`src/rtl/spi_gen_pkg.sv`:
```
// spi_gen_pkg: shared FSM state, SPI mode struct and width helper for spi_mstr_gen
package spi_gen_pkg;

    typedef enum logic [1:0] {IDLE, FRONT, SHIFT, BACK} spi_state_t;

    typedef struct packed {
        logic cpol;
        logic cpha;
    } spi_mode_t;

    function automatic int clog2_min1(input int n);
        return (n <= 2) ? 1 : $clog2(n);
    endfunction

endpackage

```
`src/rtl/spi_sclk_gen.sv`:
```
// spi_sclk_gen: SCLK half-period divider with per-edge strobe and leading-edge flag
module spi_sclk_gen #(
    parameter int DIV_W = 8
) (
    input  logic             clk,
    input  logic             rst_n,
    input  logic [DIV_W-1:0] div,
    input  logic             run,
    input  logic             cpol,
    output logic             SCLK,
    output logic             strobe,
    output logic             lead
);

    logic [DIV_W-1:0] cnt;
    logic             ph;

    assign strobe = run && (cnt == div);
    assign lead   = ~ph;
    assign SCLK   = cpol ^ ph;

    // count div+1 clks per half period; phase resets whenever the clock is parked
    always_ff @(posedge clk or negedge rst_n)
        if (!rst_n) begin
            cnt <= '0;
            ph  <= 1'b0;
        end else if (!run) begin
            cnt <= '0;
            ph  <= 1'b0;
        end else if (strobe) begin
            cnt <= '0;
            ph  <= ~ph;
        end else
            cnt <= cnt + 1'b1;

endmodule

```
`src/rtl/spi_mstr_gen.sv`:
```
// spi_mstr_gen: parametrised full-duplex SPI master, all CPOL/CPHA modes, variable length; SPI_LSB_FIRST_EN adds lsb_first
module spi_mstr_gen
    import spi_gen_pkg::*;
#(
    parameter int DATA_W = 16,
    parameter int NUM_SS = 2,
    parameter int DIV_W  = 8
) (
    input  logic                          clk,
    input  logic                          rst_n,
    input  logic                          wrt,
    input  logic [DATA_W-1:0]             tx_data,
    input  logic [clog2_min1(DATA_W)-1:0] len_m1,
    input  logic [clog2_min1(NUM_SS)-1:0] ss_sel,
    input  logic                          cpol,
    input  logic                          cpha,
`ifdef SPI_LSB_FIRST_EN
    input  logic                          lsb_first,
`endif
    input  logic [DIV_W-1:0]              div,
    input  logic                          MISO,
    output logic [NUM_SS-1:0]             SS_n,
    output logic                          SCLK,
    output logic                          MOSI,
    output logic                          busy,
    output logic                          done,
    output logic [DATA_W-1:0]             rx_data
);

    localparam int LW = clog2_min1(DATA_W);

    spi_state_t       state;
    spi_mode_t        mode;
    logic [LW-1:0]    len_l;
    logic [DIV_W-1:0] div_l;
    logic [DATA_W-1:0] sr, rsr, ld_sr, sr_nx, rsr_nx;
    logic [LW:0]      ecnt;
    logic [DIV_W:0]   tail;
    logic             run, strobe, lead, smp, last, ld_head, head, head_nx;
`ifdef SPI_LSB_FIRST_EN
    logic             lsb_l;
`endif

    assign run  = (state == FRONT) || (state == SHIFT);
    assign smp  = mode.cpha ^ lead;
    assign last = ecnt == {len_l, 1'b1};

    spi_sclk_gen #(.DIV_W(DIV_W)) u_sclk (
        .clk    (clk),
        .rst_n  (rst_n),
        .div    (div_l),
        .run    (run),
        .cpol   (mode.cpol),
        .SCLK   (SCLK),
        .strobe (strobe),
        .lead   (lead)
    );

    // bit-order dependent load alignment, next-bit selection and receive placement
    always_comb begin
`ifdef SPI_LSB_FIRST_EN
        ld_sr   = lsb_first ? tx_data : tx_data << (LW'(DATA_W - 1) - len_m1);
        ld_head = lsb_first ? tx_data[0] : tx_data[len_m1];
        head    = lsb_l ? sr[0] : sr[DATA_W-1];
        head_nx = lsb_l ? sr[1] : sr[DATA_W-2];
        sr_nx   = lsb_l ? sr >> 1 : sr << 1;
        rsr_nx  = lsb_l ? rsr | (DATA_W'(MISO) << ecnt[LW:1]) : {rsr[DATA_W-2:0], MISO};
`else
        ld_sr   = tx_data << (LW'(DATA_W - 1) - len_m1);
        ld_head = tx_data[len_m1];
        head    = sr[DATA_W-1];
        head_nx = sr[DATA_W-2];
        sr_nx   = sr << 1;
        rsr_nx  = {rsr[DATA_W-2:0], MISO};
`endif
    end

    // transfer FSM: latch on start, shift on SCLK edges, tail of two half periods, then done
    always_ff @(posedge clk or negedge rst_n)
        if (!rst_n) begin
            state   <= IDLE;
            mode    <= '0;
            len_l   <= '0;
            div_l   <= '0;
            sr      <= '0;
            rsr     <= '0;
            ecnt    <= '0;
            tail    <= '0;
            SS_n    <= '1;
            MOSI    <= 1'b0;
            busy    <= 1'b0;
            done    <= 1'b0;
            rx_data <= '0;
`ifdef SPI_LSB_FIRST_EN
            lsb_l   <= 1'b0;
`endif
        end else begin
            done <= 1'b0;
            case (state)
                IDLE: if (wrt && !done) begin
                    mode  <= '{cpol: cpol, cpha: cpha};
                    len_l <= len_m1;
                    div_l <= div;
                    sr    <= ld_sr;
                    rsr   <= '0;
                    ecnt  <= '0;
                    MOSI  <= ld_head;
                    SS_n  <= ~(NUM_SS'(1) << ss_sel);
                    busy  <= 1'b1;
                    state <= FRONT;
`ifdef SPI_LSB_FIRST_EN
                    lsb_l <= lsb_first;
`endif
                end
                FRONT, SHIFT: if (strobe) begin
                    ecnt  <= ecnt + 1'b1;
                    tail  <= '0;
                    state <= last ? BACK : SHIFT;
                    if (smp)
                        rsr <= rsr_nx;
                    if (!smp && !last) begin
                        MOSI <= mode.cpha ? head : head_nx;
                        sr   <= sr_nx;
                    end
                end
                default: begin
                    tail <= tail + 1'b1;
                    if (tail == {div_l, 1'b1}) begin
                        state   <= IDLE;
                        SS_n    <= '1;
                        MOSI    <= 1'b0;
                        busy    <= 1'b0;
                        done    <= 1'b1;
                        rx_data <= rsr;
                    end
                end
            endcase
        end

endmodule

```
`config.mk`:
```
export PLATFORM = sky130hd
export DESIGN_NAME = spi_mstr_gen
export DESIGN_NICKNAME = d
export VERILOG_FILES = /design/src/rtl/spi_gen_pkg.sv /design/src/rtl/spi_sclk_gen.sv /design/src/rtl/spi_mstr_gen.sv
export SDC_FILE = /design/constraint.sdc
export NUM_CORES = 1
export LEC_CHECK = 0
export CAP_MARGIN = 20
export CORE_ASPECT_RATIO = 1.2
export CORE_MARGIN = 4
export CORE_UTILIZATION = 50
export DETAILED_ROUTE_END_ITERATION = 7
export PLACE_DENSITY = 0.83
export SYNTH_ARGS = -nofsm -noshare
export SYNTH_HDL_FRONTEND = slang
export SYNTH_SLANG_ARGS = --single-unit
```
`constraint.sdc`:
```
create_clock -name clk -period 2.4 [get_ports clk]
set_input_delay 0.6 -clock clk [delete_from_list [all_inputs] [get_ports clk]]
set_output_delay 0.6 -clock clk [all_outputs]
set_load 0.1 [all_outputs]
```
# After elaboration in Yosys (flattened, before gate mapping)
# Index checks and enable logic that the tools add are counted.
totals:
  reg_bits: 92
  latchBits: 0
  ramBits: 0
  rom_bits: 0
  out_inout_bits: 22
  n_memories: 0
classes:
  addsub: 4
  mul: 0
  n_div: 0
  n_lt_le_gt_ge: 1
  n_eq_ne: 10
  shifts: 2
  n_mux: 37
  bitwise_logic: 7
  reduce_logical: 22
op_table:
  columns: ["cell", "n"]
  rows:
  - ["16-bit 2-to-1 mux", 6]
  - ["16-bit one-hot mux with 2 select lines", 2]
  - ["9-bit one-hot mux with 2 select lines", 1]
  - ["8-bit 2-to-1 mux", 2]
  - ["16-bit by 4-bit << shifter with 16-bit output", 1]
  - ["1-bit 2-to-1 mux", 12]
  - ["4-bit AND reduction", 3]
  - ["2-bit 2-to-1 mux", 5]
  - ["5-bit 2-to-1 mux", 2]
  - ["2-bit inequality test (second input constant)", 5]
  - ["5-bit one-hot mux with 2 select lines", 1]
  - ["9-bit by 1-bit adder with 9-bit output (second input constant)", 1]
  - ["9-bit equality test", 1]
  - ["9-bit 2-to-1 mux", 1]
  - ["3-bit AND reduction", 3]
  - ["8-bit by 1-bit adder with 8-bit output (second input constant)", 1]
  - ["8-bit equality test", 1]
  - ["2-bit one-hot mux with 2 select lines", 2]
  - ["2-bit AND reduction", 3]
  - ["5-bit by 1-bit adder with 5-bit output (second input constant)", 1]
  - ["5-bit equality test", 1]
  - ["4-bit by 5-bit less-than comparator with 1-bit output (second input constant)", 1]
  - ["1-bit binary-select mux with 4-bit select", 1]
  - ["1-bit NOT", 4]
  - ["other kinds (15)", 22]

# Logic depth before layout (Yosys ltp)
logic_depth:
  depth_word: 7
  mapped_depth: 9
  ltp_nobuf: 7

# Cells and area by module
# Synthesis repeated with hierarchy kept, for this count alone.
unflattened:
  cells_unflattened: 419
  hier_area_um2: 4715.8
by_module_without_submodules:
  columns: ["module", "instances", "cells_each", "area_per_inst_um2", "seq_area_each_um2"]
  rows:
  - ["spi_mstr_gen", 1, 370, 4226.6, 2079.5]
  - ["spi_sclk_gen", 1, 49, 489.2, 225.2]

# Worst setup path before layout
# Ideal clock, no wire load.
synth_path:
  kind: "flip-flop to output port"
  from: "register u_sclk.ph"
  to: "output SCLK"
  arrival_ns: 1.850
  required_time_ns: 1.800
  path_slack_ns: -0.050
  path_stages_with_launch: 2
  cell_sequence: "dfrtp_1 -> xor2_1"
synth_between:
  elab_chain_cells: 1
synth_rtl:
  columns: ["element", "line_no", "source"]
  rows:
  - ["from (decl)", "spi_sclk_gen.sv:16", "logic ph;"]
  - ["from (signal assigned)", "spi_sclk_gen.sv:32", "ph <= ~ph;"]
  - ["1-bit XOR", "spi_sclk_gen.sv:20", "assign SCLK = cpol ^ ph;"]
  - ["to (decl)", "spi_mstr_gen.sv:23", "output logic SCLK,"]
# No other way between the ends.

# Worst setup path after layout
layout_path:
  from: "register state[0]"
  to: "register sr[13]"
layout_between:
  elab_chain_cells: 5
  word_cells_on_any_way: 12
layout_rtl:
  columns: ["element", "line_no", "source"]
  rows:
  - ["from (decl)", "spi_mstr_gen.sv:32", "spi_state_t state;"]
  - ["from (signal assigned)", "spi_mstr_gen.sv:118", "state <= last ? BACK : SHIFT;"]
  - ["2-bit by 1-bit equality test with 1-bit output or 2-bit equality test (tied branches)", "spi_mstr_gen.sv:44, spi_mstr_gen.sv:99", null]
  - ["1-bit logical OR", "spi_mstr_gen.sv:44", "assign run = (state == FRONT) || (state == SHIFT);"]
  - ["1-bit logical AND", "spi_sclk_gen.sv:18", "assign strobe = run && (cnt == div);"]
  - ["2-bit inequality test (no line)", null, null]
  - ["4-bit AND reduction (no line)", null, null]
  - ["to (signal assigned)", "spi_mstr_gen.sv:104", "sr <= ld_sr;"]
  - ["to (signal assigned)", "spi_mstr_gen.sv:123", "sr <= sr_nx;"]
  - ["to (decl)", "spi_mstr_gen.sv:36", "logic [DATA_W-1:0] sr, rsr, ld_sr, sr_nx, rsr_nx;"]
# Several ways; a longest one is shown, not always the timed one.
# A chain may end at the register's enable or synchronous reset.

==> run summary <==
core box area -> 0.00918 sq mm
clock skew -> 0.0135 ns
Starting DRT DRC Count -> 192
chip height -> 115 microns
via/cell ratio -> 5.58
Multi-input gate area -> 0.00230 sq mm
status -> finished clean
# fillers -> 718
Commonest cells post-synth -> 90 x dfrtp_1, 76 x nand2_1, 55 x o21ai_0, 35 x mux2_2, 27 x nor2_1
count of cell types in the netlist -> 50
CP top delay family -> buffers and inverters
Top FF cell, synth -> dfrtp_1
Final period util -> 90.6%
final worst slack -> 0.226 ns
Crit path largest cell delay -> 0.52 ns
Antenna Violating Nets Remaining -> 0
cell mode on critical path -> buf_4
# rows -> 38
Switching Fraction -> 42.0%
Critical Path Stages -> 7
most area-hungry cell type in the Yosys netlist -> dfrtp_1
worst endpoint required time -> 2.65 ns
Hold Crit Class -> input port to async pin
Yosys top cell area share -> 47.4%
initial antenna violation count -> 0
Vias -> 3709
syn_nets -> 500
Slew HR -> 59.4%
ys async rst share -> 100%
HPWL after detailed placement -> 7.53 mm
I/O Pins -> 57
Combinational Power Share -> 45.0%
Setup crit start kind -> flip-flop
Area Overhead vs Synth -> 22.2%
CTS tree -> yes
register area share after synthesis -> 48.5%
#FFs+latches synth -> 92
Mapped Area -> 0.00475 sq mm
Int Pwr -> 0.00364 W
Die ar. -> 0.0111 sq mm
H-tree depth -> 3
CP Max Fanout -> 30
number of global-route vias before repair -> 3696
synthesized netlist cell count -> 460
DRC -> 0
routed len/inst -> 15.2 microns
Slew @ Worst Pin -> 0.609 ns
Critical path buffers and inverters -> 3
root buffer cell -> clkbuf_8
Final Hold Viols -> 0
Fin Setup TNS -> 0 ns
crit path cell chain -> inv_1 -> ha_1 -> o41ai_4 -> buf_4 -> o211ai_1 -> buf_4 -> mux2_2
Reg power frac -> 38.4%
worst IR drop on VDD -> 1080 uV
grt ovf -> 0
MaxCap Viol Count -> 0
Clock transition at path regs -> 0.09 ns
Die X -> 97.0 microns
Lkg Pwr -> 2.64 nW
Starting Density -> 51.8%
Port Buffer Count -> 56
largest net degree at the start of global routing -> 50
post-place setup slack -> -0.415 ns
share of cells above drive strength 1 -> 23.7%
Reg-to-Reg Start -> state[0]
setup violators final -> 0
first-pass GRT wire length -> 17.3 mm
gr usage total -> 19.1%
routed wire length -> 10.1 mm
Clock power frac -> 16.6%
Clock Latency Late Sink -> 0.37 ns
GPL Wtd Cong -> 0.880
Ys Warns -> 0
Fmax -> 0.460 GHz
reg2reg setup slack -> 0.23 ns
Post-synth EDFFs -> 0
max-slew violations -> 0
Avg Cell Area, Syn -> 10.3 sq um
# clock sinks -> 92
CTS Buf Count -> 9
RR Endpoint -> sr[13]
slowest CP cell -> ha_1
clock tree buffer depth -> 2
Sequential cell area -> 0.00230 sq mm
top post-synthesis cells by area -> dfrtp_1 47%, mux2_2 8.3%, nand2_1 6.0%, o21ai_0 5.8%, mux4_2 4.7%
first-pass detailed-route iteration total -> 5
Final min period -> 2.17 ns
Nets -> 580
FF-to-FF path depth -> 7
P per Cell Area -> 1080 mW/mm^2
crit path DAT -> 2.42 ns
RSZ-0062 raised after global routing -> no
# diodes -> 0
Net Sw Power -> 0.00263 W
CP Class -> flip-flop to flip-flop
count leader, synth -> dfrtp_1
Crit. End Element -> flip-flop
layer usage:
metal / share of wire (%) / vias to the layer above / track usage [%]
met2: 49 / 118 / 32.6
met3: 4.2 / 19 / 3.64
met1: 45 / 1784 / 24.2
li1: - / 1788 / -
met4: 2.0 / 0 / 7.68
met5: 0 / - / 0
placed cells by master (no fill, tap or decap), drive strengths merged, types with 3 or more instances in the layout:
master	synthesis	final
mux4	10	10
o21ai	57	57
nand2	76	76
buf	8	62
clkbuf	18	9
xnor2	22	22
mux2	36	36
nor4	3	3
inv	11	13
a31oi	4	4
nand4	7	7
xor2	8	8
a21oi	10	10
and3	7	7
nand3	7	7
nor2b	3	3
clkinv	1	4
a22oi	4	4
clkdlybuf4s50	0	32
mux2i	14	14
ha	5	5
dfrtp	90	90
nor2	27	27
repair_timing:
action	in CTS	in global routing
setup buffers	0	3
hold buffers	0	0
resized for setup	1	1
pin swaps	0	1
setup endpoints to repair	1	12
cell families (layout without fill, tap and decap cells):
kind of cell,count (synthesis),in the layout,share of synthesized area [%]
muxes,60,60,16.2
and+or+nand+nor,139,139,12.7
AOI/OAI and AO/OA,96,96,12.4
adders and majority gates,5,5,1.32
xor gates and xnor gates,30,30,5.53
DFF,92,92,48.5
buffers and inverters,38,123,3.32
worst max path at each step:
stage                   start      to  slack, ns
floorplan           len_m1[0]    MOSI       0.29
CTS                 len_m1[0]    MOSI      0.005
detailed placement  len_m1[0]    MOSI      -0.41
global route         state[0]  sr[15]       0.08
finish               state[0]  sr[13]       0.23
global placement    len_m1[0]    MOSI      -0.34
area by class of cell:
cell class              instances  area share (%)
well taps                     120            2.59
multi-input cells             330            39.6
clock buffers                   9            2.13
repair buffers                 95            14.0
flip-flops and latches         92            39.7
clock inverters                 7            1.27
inverters                      12           0.776
stage by stage:
stage	cell area, sq um	hold WS, ns	power (W)	std cells	utilization, %
floorplan	4760	0.304	0.00442	460	-
global placement	5580	0.459	0.00507	646	60.8
detailed placement	5580	0.473	0.00519	646	60.8
CTS	5780	0.235	0.00625	662	63.0
global route	5800	0.261	0.00672	665	63.3
finish	5800	0.229	0.00628	665	63.3
sequential cells by signal (all words and copies together), names as in the netlist, 2 cells and up:
name	flops
mode	2
div_l	8
u_sclk.cnt	8
tail	9
len_l	4
rsr	16
sr	16
ecnt	5
rx_data	16
SS_n	2
state	2
power by group through the flow:
stage / Clock (W) / Sequential (W) / Combinational (W)
final: 0.00104 / 0.00241 / 0.00282
after floorplan: 0 / 0.00257 / 0.00186
after global routing: 0.00114 / 0.00247 / 0.00312
after detailed placement: 0 / 0.00244 / 0.00275
after CTS: 0.00107 / 0.00241 / 0.00277
after global placement: 0 / 0.00241 / 0.00265
Note: power is estimated with default switching activity, not from simulation.
